### src/rtl/unpack_float_operand_pkg.sv
// Shared constants for the HCORDIC float unpacker and the matching sum packer.
// The working mantissa layout is [27]=carry, [26]=hidden, [25:3]=fraction, [2:0]=guard/round/sticky.
package unpack_float_operand_pkg;

    localparam int          FP_BIAS        = 127;
    localparam logic [7:0]  FP_EXP_SPECIAL = 8'hFF;
    localparam int          DENORM_EXP     = -126;
    localparam int          SPECIAL_EXP    = 128;
    localparam int          MANT_W         = 28;
    localparam int          HIDDEN_BIT     = 26;
    localparam int          FRAC_LSB       = 3;
    localparam int          FRAC_W         = 23;

    typedef enum logic [1:0] {
        S_IDLE = 2'd0,
        S_NORM = 2'd1,
        S_OUT  = 2'd2
    } state_e;

endpackage

### src/rtl/unpack_float_operand_classify.sv
// Combinational decode of an IEEE-754 single into class flags plus initial exponent
// and mantissa in the adder's sum layout. Idle slots decode to all zeros.
module float_classify
    import unpack_float_operand_pkg::*;
#(
    parameter int EXP_W = 10
) (
    input  logic [31:0]             in_float,
    input  logic                    in_idle,
    output logic                    sign,
    output logic signed [EXP_W-1:0] exp,
    output logic [MANT_W-1:0]       mant,
    output logic                    zero,
    output logic                    inf,
    output logic                    nan,
    output logic                    denorm
);

    logic [7:0]        e;
    logic [FRAC_W-1:0] f;
    logic [EXP_W-1:0]  e_ext;

    assign e     = in_float[30:23];
    assign f     = in_float[22:0];
    assign e_ext = {{(EXP_W-8){1'b0}}, e};

    always_comb begin
        sign   = 1'b0;
        exp    = '0;
        mant   = '0;
        zero   = 1'b0;
        inf    = 1'b0;
        nan    = 1'b0;
        denorm = 1'b0;
        if (!in_idle) begin
            sign = in_float[31];
            if (e == 8'd0) begin
                if (f == '0) begin
                    zero = 1'b1;
                    exp  = EXP_W'(-FP_BIAS);
                end else begin
                    // Hidden bit stays clear; the top module shifts it into place if enabled.
                    denorm                  = 1'b1;
                    exp                     = EXP_W'(DENORM_EXP);
                    mant[FRAC_LSB +: FRAC_W] = f;
                end
            end else if (e == FP_EXP_SPECIAL) begin
                exp = EXP_W'(SPECIAL_EXP);
                if (f == '0) begin
                    inf = 1'b1;
                end else begin
                    nan                      = 1'b1;
                    mant[HIDDEN_BIT]         = 1'b1;
                    mant[FRAC_LSB +: FRAC_W] = f;
                end
            end else begin
                exp                      = e_ext - EXP_W'(FP_BIAS);
                mant[HIDDEN_BIT]         = 1'b1;
                mant[FRAC_LSB +: FRAC_W] = f;
            end
        end
    end

endmodule

### src/rtl/unpack_float_operand.sv
// Front end of the HCORDIC float datapath: registers a decoded float operand and,
// optionally, normalises subnormals one bit per cycle before presenting it downstream.
module unpack_float_operand
    import unpack_float_operand_pkg::*;
#(
    parameter int EXP_W            = 10,
    parameter bit NORMALISE_DENORM = 1'b1
) (
    input  logic                    clock,
    input  logic                    reset,
    input  logic                    in_valid,
    output logic                    in_ready,
    input  logic                    in_idle,
    input  logic [31:0]             in_float,
    output logic                    out_valid,
    input  logic                    out_ready,
    output logic                    out_idle,
    output logic [31:0]             out_raw,
    output logic                    out_sign,
    output logic signed [EXP_W-1:0] out_exp,
    output logic [MANT_W-1:0]       out_mant,
    output logic                    out_zero,
    output logic                    out_inf,
    output logic                    out_nan,
    output logic                    out_denorm
);

    state_e                  state_q, state_d;
    logic                    idle_q, idle_d;
    logic [31:0]             raw_q, raw_d;
    logic                    sign_q, sign_d;
    logic signed [EXP_W-1:0] exp_q, exp_d;
    logic [MANT_W-1:0]       mant_q, mant_d;
    logic                    zero_q, zero_d;
    logic                    inf_q, inf_d;
    logic                    nan_q, nan_d;
    logic                    denorm_q, denorm_d;

    logic                    c_sign, c_zero, c_inf, c_nan, c_denorm;
    logic signed [EXP_W-1:0] c_exp;
    logic [MANT_W-1:0]       c_mant;
    logic                    accept;

    float_classify #(.EXP_W(EXP_W)) u_classify (
        .in_float (in_float),
        .in_idle  (in_idle),
        .sign     (c_sign),
        .exp      (c_exp),
        .mant     (c_mant),
        .zero     (c_zero),
        .inf      (c_inf),
        .nan      (c_nan),
        .denorm   (c_denorm)
    );

    // A held output frees its slot on the same cycle it is consumed.
    assign in_ready = (state_q == S_IDLE) || ((state_q == S_OUT) && out_ready);
    assign accept   = in_valid && in_ready;

    always_comb begin
        state_d  = state_q;
        idle_d   = idle_q;
        raw_d    = raw_q;
        sign_d   = sign_q;
        exp_d    = exp_q;
        mant_d   = mant_q;
        zero_d   = zero_q;
        inf_d    = inf_q;
        nan_d    = nan_q;
        denorm_d = denorm_q;

        case (state_q)
            S_NORM: begin
                mant_d = mant_q << 1;
                exp_d  = exp_q - EXP_W'(1);
                if (mant_q[HIDDEN_BIT-1]) state_d = S_OUT;
            end
            S_OUT: begin
                if (out_ready && !in_valid) state_d = S_IDLE;
            end
            default: ;
        endcase

        if (accept) begin
            idle_d   = in_idle;
            raw_d    = in_float;
            sign_d   = c_sign;
            exp_d    = c_exp;
            mant_d   = c_mant;
            zero_d   = c_zero;
            inf_d    = c_inf;
            nan_d    = c_nan;
            denorm_d = c_denorm;
            state_d  = (c_denorm && NORMALISE_DENORM) ? S_NORM : S_OUT;
        end
    end

    always_ff @(posedge clock) begin
        if (reset) begin
            state_q  <= S_IDLE;
            idle_q   <= 1'b0;
            raw_q    <= '0;
            sign_q   <= 1'b0;
            exp_q    <= '0;
            mant_q   <= '0;
            zero_q   <= 1'b0;
            inf_q    <= 1'b0;
            nan_q    <= 1'b0;
            denorm_q <= 1'b0;
        end else begin
            state_q  <= state_d;
            idle_q   <= idle_d;
            raw_q    <= raw_d;
            sign_q   <= sign_d;
            exp_q    <= exp_d;
            mant_q   <= mant_d;
            zero_q   <= zero_d;
            inf_q    <= inf_d;
            nan_q    <= nan_d;
            denorm_q <= denorm_d;
        end
    end

    assign out_valid  = (state_q == S_OUT);
    assign out_idle   = idle_q;
    assign out_raw    = raw_q;
    assign out_sign   = sign_q;
    assign out_exp    = exp_q;
    assign out_mant   = mant_q;
    assign out_zero   = zero_q;
    assign out_inf    = inf_q;
    assign out_nan    = nan_q;
    assign out_denorm = denorm_q;

endmodule
### config.mk
export PLATFORM = sky130hd
export DESIGN_NAME = unpack_float_operand
export DESIGN_NICKNAME = d
export VERILOG_FILES = /design/src/rtl/unpack_float_operand_pkg.sv /design/src/rtl/unpack_float_operand_classify.sv /design/src/rtl/unpack_float_operand.sv
export SDC_FILE = /design/constraint.sdc
export NUM_CORES = 1
export LEC_CHECK = 0
export CORE_MARGIN = 3
export CORE_UTILIZATION = 30
export DETAILED_ROUTE_END_ITERATION = 12
export MAX_ROUTING_LAYER = met4
export PLACE_DENSITY = 0.67
export REMOVE_ABC_BUFFERS = 1
export SLEW_MARGIN = 20
export SYNTH_ARGS = -nofsm -noshare
export SYNTH_HDL_FRONTEND = slang
export SYNTH_SLANG_ARGS = --single-unit
### constraint.sdc
create_clock -name clock -period 4.3 [get_ports clock]
set_clock_uncertainty 0.05 [all_clocks]
set_input_delay 0.645 -clock clock [delete_from_list [all_inputs] [get_ports clock]]
set_output_delay 0.645 -clock clock [all_outputs]
set_load 0.01 [all_outputs]
; Word-level counts from Yosys, hierarchy flattened
; Index checks and enable logic that the tools add are counted.
[word_totals]
reg_bits = 75
out_inout_bits = 78
[op_classes]
add_sub_neg = 2
n_eq_ne = 5
mux = 32
reduce_logical = 12
[op_table]
columns = op, count
row1 = 24-bit 2-to-1 mux, 3
row2 = 27-bit 2-to-1 mux, 2
row3 = 10-bit 2-to-1 mux, 5
row4 = 23-bit 2-to-1 mux, 2
row5 = 23-bit logical NOT, 1
row6 = 1-bit 2-to-1 mux, 14
row7 = 2-bit 2-to-1 mux, 5
row8 = "10-bit by 2-bit subtractor with 10-bit output, second input constant", 1
row9 = "8-bit by 7-bit subtractor with 9-bit output, second input constant", 1
row10 = "8-bit equality test, second input constant", 1
row11 = 8-bit logical NOT, 1
row12 = 2-bit one-hot mux with 2 select lines, 1
row13 = 1-bit logical AND, 3
row14 = "3-bit by 1-bit inequality test with 1-bit output, second input constant", 1
row15 = "3-bit inequality test, second input constant", 1
row16 = 3-bit AND reduction, 1
row17 = 3-bit nonzero test, 1
row18 = "2-bit by 1-bit equality test with 1-bit output, second input constant", 1
row19 = "2-bit equality test, second input constant", 1
row20 = 2-bit logical NOT, 1
row21 = 2-bit nonzero test, 1
row22 = 2-bit OR reduction, 1
row23 = 1-bit logical NOT, 1
row24 = 1-bit logical OR, 1

; Longest topological paths before layout
[depth]
ltp_word = 6
mapped_depth = 9

; Hierarchy
; Synthesis repeated with hierarchy kept, for this count alone.
[unflattened]
cells_unflattened = 452
hier_area_um2 = 3772.4
[by_module_without_submodules]
columns = module, instances, cells_each, area_per_inst_um2, seq_area_each_um2
row1 = unpack_float_operand, 1, 369, 3216.8, 1561.5
row2 = float_classify, 1, 83, 555.5, 0.0

; Worst setup path after synthesis
; OpenSTA, ideal clock, no wires.
[synth_path]
path_type = input to register
start = input in_float[23]
end = register mant_q[16], in the netlist out_mant[16]
t_arrival_ns = 2.014
setup_slack_ns = 2.104
path_stages = 8
cell_sequence = inv_1 ha_1 or4b_4 nor4_4 nor4_4 buf_6 a211oi_2 nor3_1
[synth_between]
elab_chain_len = 5
[synth_rtl]
columns = item, line_no
row1 = from (decl), unpack_float_operand.sv:14  ; input logic [31:0] in_float,
row2 = 8-bit equality test, unpack_float_operand_classify.sv:47  ; end else if (e == FP_EXP_SPECIAL) begin
row3 = 24-bit 2-to-1 mux, unpack_float_operand_classify.sv:47
row4 = 23-bit 2-to-1 mux (*), unpack_float_operand_classify.sv:37  ; if (e == 8'd0) begin
row5 = 24-bit 2-to-1 mux (*), unpack_float_operand_classify.sv:35  ; if (!in_idle) begin
row6 = 27-bit 2-to-1 mux (*), unpack_float_operand.sv:84  ; if (accept) begin
row7 = to (signal assigned), unpack_float_operand.sv:116  ; mant_q <= mant_d;
row8 = to (decl), unpack_float_operand.sv:33  ; logic [MANT_W-1:0] mant_q, mant_d;
; Every way passes the cells marked *; elsewhere a longest branch is shown, timed or not.
; A chain may end at the register's enable or synchronous reset.

; Final worst setup path
[layout_path]
start = input in_float[23]
end = register exp_q[1], in the netlist out_exp[1]
[layout_between]
elab_chain_len = 5
[layout_rtl]
columns = item, line_no
row1 = 8-bit by 7-bit subtractor with 9-bit output or 8-bit equality test (tied branches), "unpack_float_operand_classify.sv:57, unpack_float_operand_classify.sv:47"
row2 = 10-bit 2-to-1 mux, unpack_float_operand_classify.sv:47
row3 = 10-bit 2-to-1 mux (*), unpack_float_operand_classify.sv:37
row4 = 10-bit 2-to-1 mux (*), unpack_float_operand_classify.sv:35
row5 = 10-bit 2-to-1 mux (*), unpack_float_operand.sv:84
row6 = to (signal assigned), unpack_float_operand.sv:115  ; exp_q <= exp_d;
row7 = to (decl), unpack_float_operand.sv:32  ; logic signed [EXP_W-1:0] exp_q, exp_d;
; Marked as above.

==> reports/results.tsv <==
stage	metric	value	unit
die	effective utilization at floorplan	30.9	%
clock_network	Clock Latency Late Sink	0.33	ns
drt	Via Count	3468	
logic_synthesis	synth warn	0	
placement	Placement Setup Slack	1.07	ns
logic_synthesis	FFs w/ async S/R, synth	0	%
logic_synthesis	Syn Std Cell Area	3560	um2
global_routing	maximum number of pins on one net before global-route repair	63	
cells_and_area	fraction of layout cells with a size suffix above 1	7.55	%
status	run status	finished, final reports clean	
critical_path	maximum fanout count along the critical path	14	
drt	1st-pass router iterations	4	
timing	time the worst path needs with I/O delays and setup	2.95	ns
logic_synthesis	Primary FF master, synth	dfxtp_1	
drt	final WL	11100	um
timing	setup repair after global routing missed its margin	false	
global_routing	remaining global-route overflow	0	
critical_path	Worst Setup Start Kind	input pin	
logic_synthesis	proportion of synthesized chip area in sequential cells	42.2	%
global_routing	global-route wire length before repair	17600	um
global_routing	global-route usage over all layers	17.1	%
clock_network	Post-CTS Hold Buffers	0	
power_and_ir_drop	ratio of total power to cell area	371	nW/um2
flow_run	Max-cap violations	0	
cells_and_area	number of inserted diodes	0	
cells_and_area	layout overhead on the synthesized area	40.8	%
clock_network	clock transition time at the flip-flop clock pins of the worst setup and hold paths	0.06	ns
power_and_ir_drop	worst vdd rail ir drop	0.177	mV
critical_path	critical path, cell by cell	clkdlybuf4s50_1 -> inv_1 -> ha_1 -> or4b_4 -> nor4_4 -> nor4_4 -> a21oi_1 -> a221oi_2	
clock_network	quantity of gates resized following cts	0	
placement	port bufs	111	
critical_path	endpoint arrival time on the critical path	3.13	ns
timing	final-report max-slew violation count	0	
global_routing	via count of the first global-routing pass	3417	
clock_network	buffers inserted by post-CTS timing repair	0	
critical_path	data required time at the worst endpoint	4.48	ns
critical_path	nature of the critical path endpoint	register	
die	top-level I/O count	115	
logic_synthesis	synthesized netlist cell count	442	
power_and_ir_drop	leakage component of the power	1.81	nW
placement	post-placement cell area	4750	um2
clock_network	buffer depth of the longest clock path	2	
placement	Final HPWL DP	7600	um
clock_network	clock sinks	75	
timing	achievable clock frequency	0.339	GHz
critical_path	maximum single-stage delay on the critical path	0.85	ns
clock_network	clock buffer count from CTS	9	
drt	DRT iter0 DRCs	166	
die	die extent in y	115	um
die	core outline area	11500	um2
logic_synthesis	Post-synth EDFFs	0	
logic_synthesis	leading cell types by total area after synthesis	dfxtp_1 (42%), a21oi_1 (9.7%), nand2_1 (9.4%), nor3_1 (2.5%), mux2_2 (2.5%)	
cells_and_area	total non-filler cell area in the finished layout	5010	um2
drt	Final ANT Viol Nets	0	
timing	relative slew slack	27.5	%
die	floorplan die area	13200	um2
logic_synthesis	list of most frequent post-synthesis cells	nand2_1 (89), dfxtp_1 (75), a21oi_1 (69)	
timing	final hold violation count	0	
timing	transition time at the pin with the least slew margin	1.09	ns
timing	Setup Total Neg Slack	0	ns
global_routing	number of antenna violations at the first check in global routing	0	
drt	per-cell routed wire length	16.1	um
cells_and_area	net total in the final layout	582	
worst_hold_path	worst min path class	reg -> reg	
critical_path	critical path start-end classification	in -> reg	
logic_synthesis	count leader, synth	nand2_1	
clock_network	Root Driver	clkbuf_16	
die	std cell rows	39	
clock_network	TritonCTS clock tree	done	
logic_synthesis	Cell variety after synth	45	
drt	DR vias/cell	5.06	
logic_synthesis	area leader, netlist	dfxtp_1	
die	x dimension of the die	115	um
timing	least setup slack across all paths after layout	1.35	ns
logic_synthesis	flops & latches, synth	75	
timing	fin crit share	68.6	%
placement	last weighted congestion value of the routability-driven placer	0.845	
clock_network	Clock H-tree levels	3	
logic_synthesis	fraction of post-synthesis cell area in the top cell type by area	42.2	%
placement	placed cell count	671	
cells_and_area	number of non-filler instances in the completed layout	686	
critical_path	CP max stage cell	nor4_4	
drt	remaining routing DRC violations	0	
logic_synthesis	syn_area_per_cell	8.05	um2
timing	final setup violation count	0	
critical_path	library cell appearing most often on the critical path	nor4_4	
-- state kept, by name, indices dropped and copies added, names as in the netlist --
register	count
out_zero	1
out_idle	1
out_exp	10
out_denorm	1
out_mant	25
out_sign	1
out_nan	1
state_q	2
out_raw	32
out_inf	1
-- metal layers --
layer / track usage, % / routed length, um / up-vias / part of all wire, %
li1: - / - / 1730 / -
met1: 22.2 / 5020 / 1599 / 45
met2: 26.3 / 5250 / 119 / 47
met3: 4.53 / 600 / 20 / 5.4
met4: 4.69 / 189 / 0 / 1.7
met5: - / 0 / - / 0
-- critical path: cells and delay by family --
family                   cells  cell delay, ns
adder cells (fa/ha/maj)      1            0.22
buffers and inverters        2            0.65
AO/OA/AOI/OAI                2            0.49
AND/OR/NAND/NOR              3            1.12
-- kinds of logic (layout without fill, tap and decap cells) --
family                   Yosys count  count (layout)  share of synthesized area [%]
AND/OR/NAND/NOR                  163             163                           22.2
XOR/XNOR                          11              11                           2.71
multiplexers                       9               9                           2.82
buffers and inverters             54             153                           6.37
other                              1               3                          0.105
AO/OA/AOI/OAI                    123             123                           21.5
flip-flops                        75              75                           42.2
adder cells (fa/ha/maj)            6               6                           2.11
-- power by group --
part | switching (mW) | internal [mW]
sequential | 0.0372 | 0.744
clock | 0.273 | 0.400
combinational | 0.209 | 0.193
total | 0.520 | 1.34
-- through the flow --
| step | hold slack (ns) | power, mW | util [%] |
|---|---|---|---|
| 3_5_place_dp | 0.400 | 1.20 | 41.2 |
| 2_1_floorplan | 0.398 | 0.984 | - |
| 4_1_cts | 0.408 | 1.87 | 43.5 |
| 5_1_grt | 0.420 | 1.95 | 43.5 |
| 6_report | 0.404 | 1.86 | 43.5 |
| 3_3_place_gp | 0.388 | 1.19 | 41.2 |
-- final cells by class --
| class | count | area, um2 |
|---|---|---|
| inverters | 22 | 82.6 |
| fillers | 1168 | 6510 |
| flip-flops and latches | 75 | 1500 |
| clock inverters | 3 | 15.0 |
| multi-input cells | 315 | 1840 |
| repair buffers | 116 | 1140 |
| well taps | 143 | 179 |
| clock buffers | 12 | 246 |
-- cells in the final DEF (no fill, tap or decap), types with 7 or more instances in the layout --
cell             netlist  routed
inv_1                 22      22
dfxtp_1               75      75
nor3_1                18      18
o21ai_0               11      11
a21oi_1               69      69
nand3b_1              10      10
nor2_1                15      15
mux2_2                 8       8
clkbuf_16              0       9
o22ai_1                7       7
a211oi_1               9       9
clkdlybuf4s50_1        0     110
nand2_1               89      88
-- worst paths after layout --
check / start / endpoint / slack, ns / cells after the start
worst max-delay path: in_float[23] / out_exp[1] / 1.35 / 8
worst min-delay path: out_nan / out_nan / 0.40 / 2
worst max register to register: state_q[0] / out_mant[16] / 1.57 / 8
worst min register to register: out_nan / out_nan / 0.40 / 2
Power figures use the tool's default switching activity.
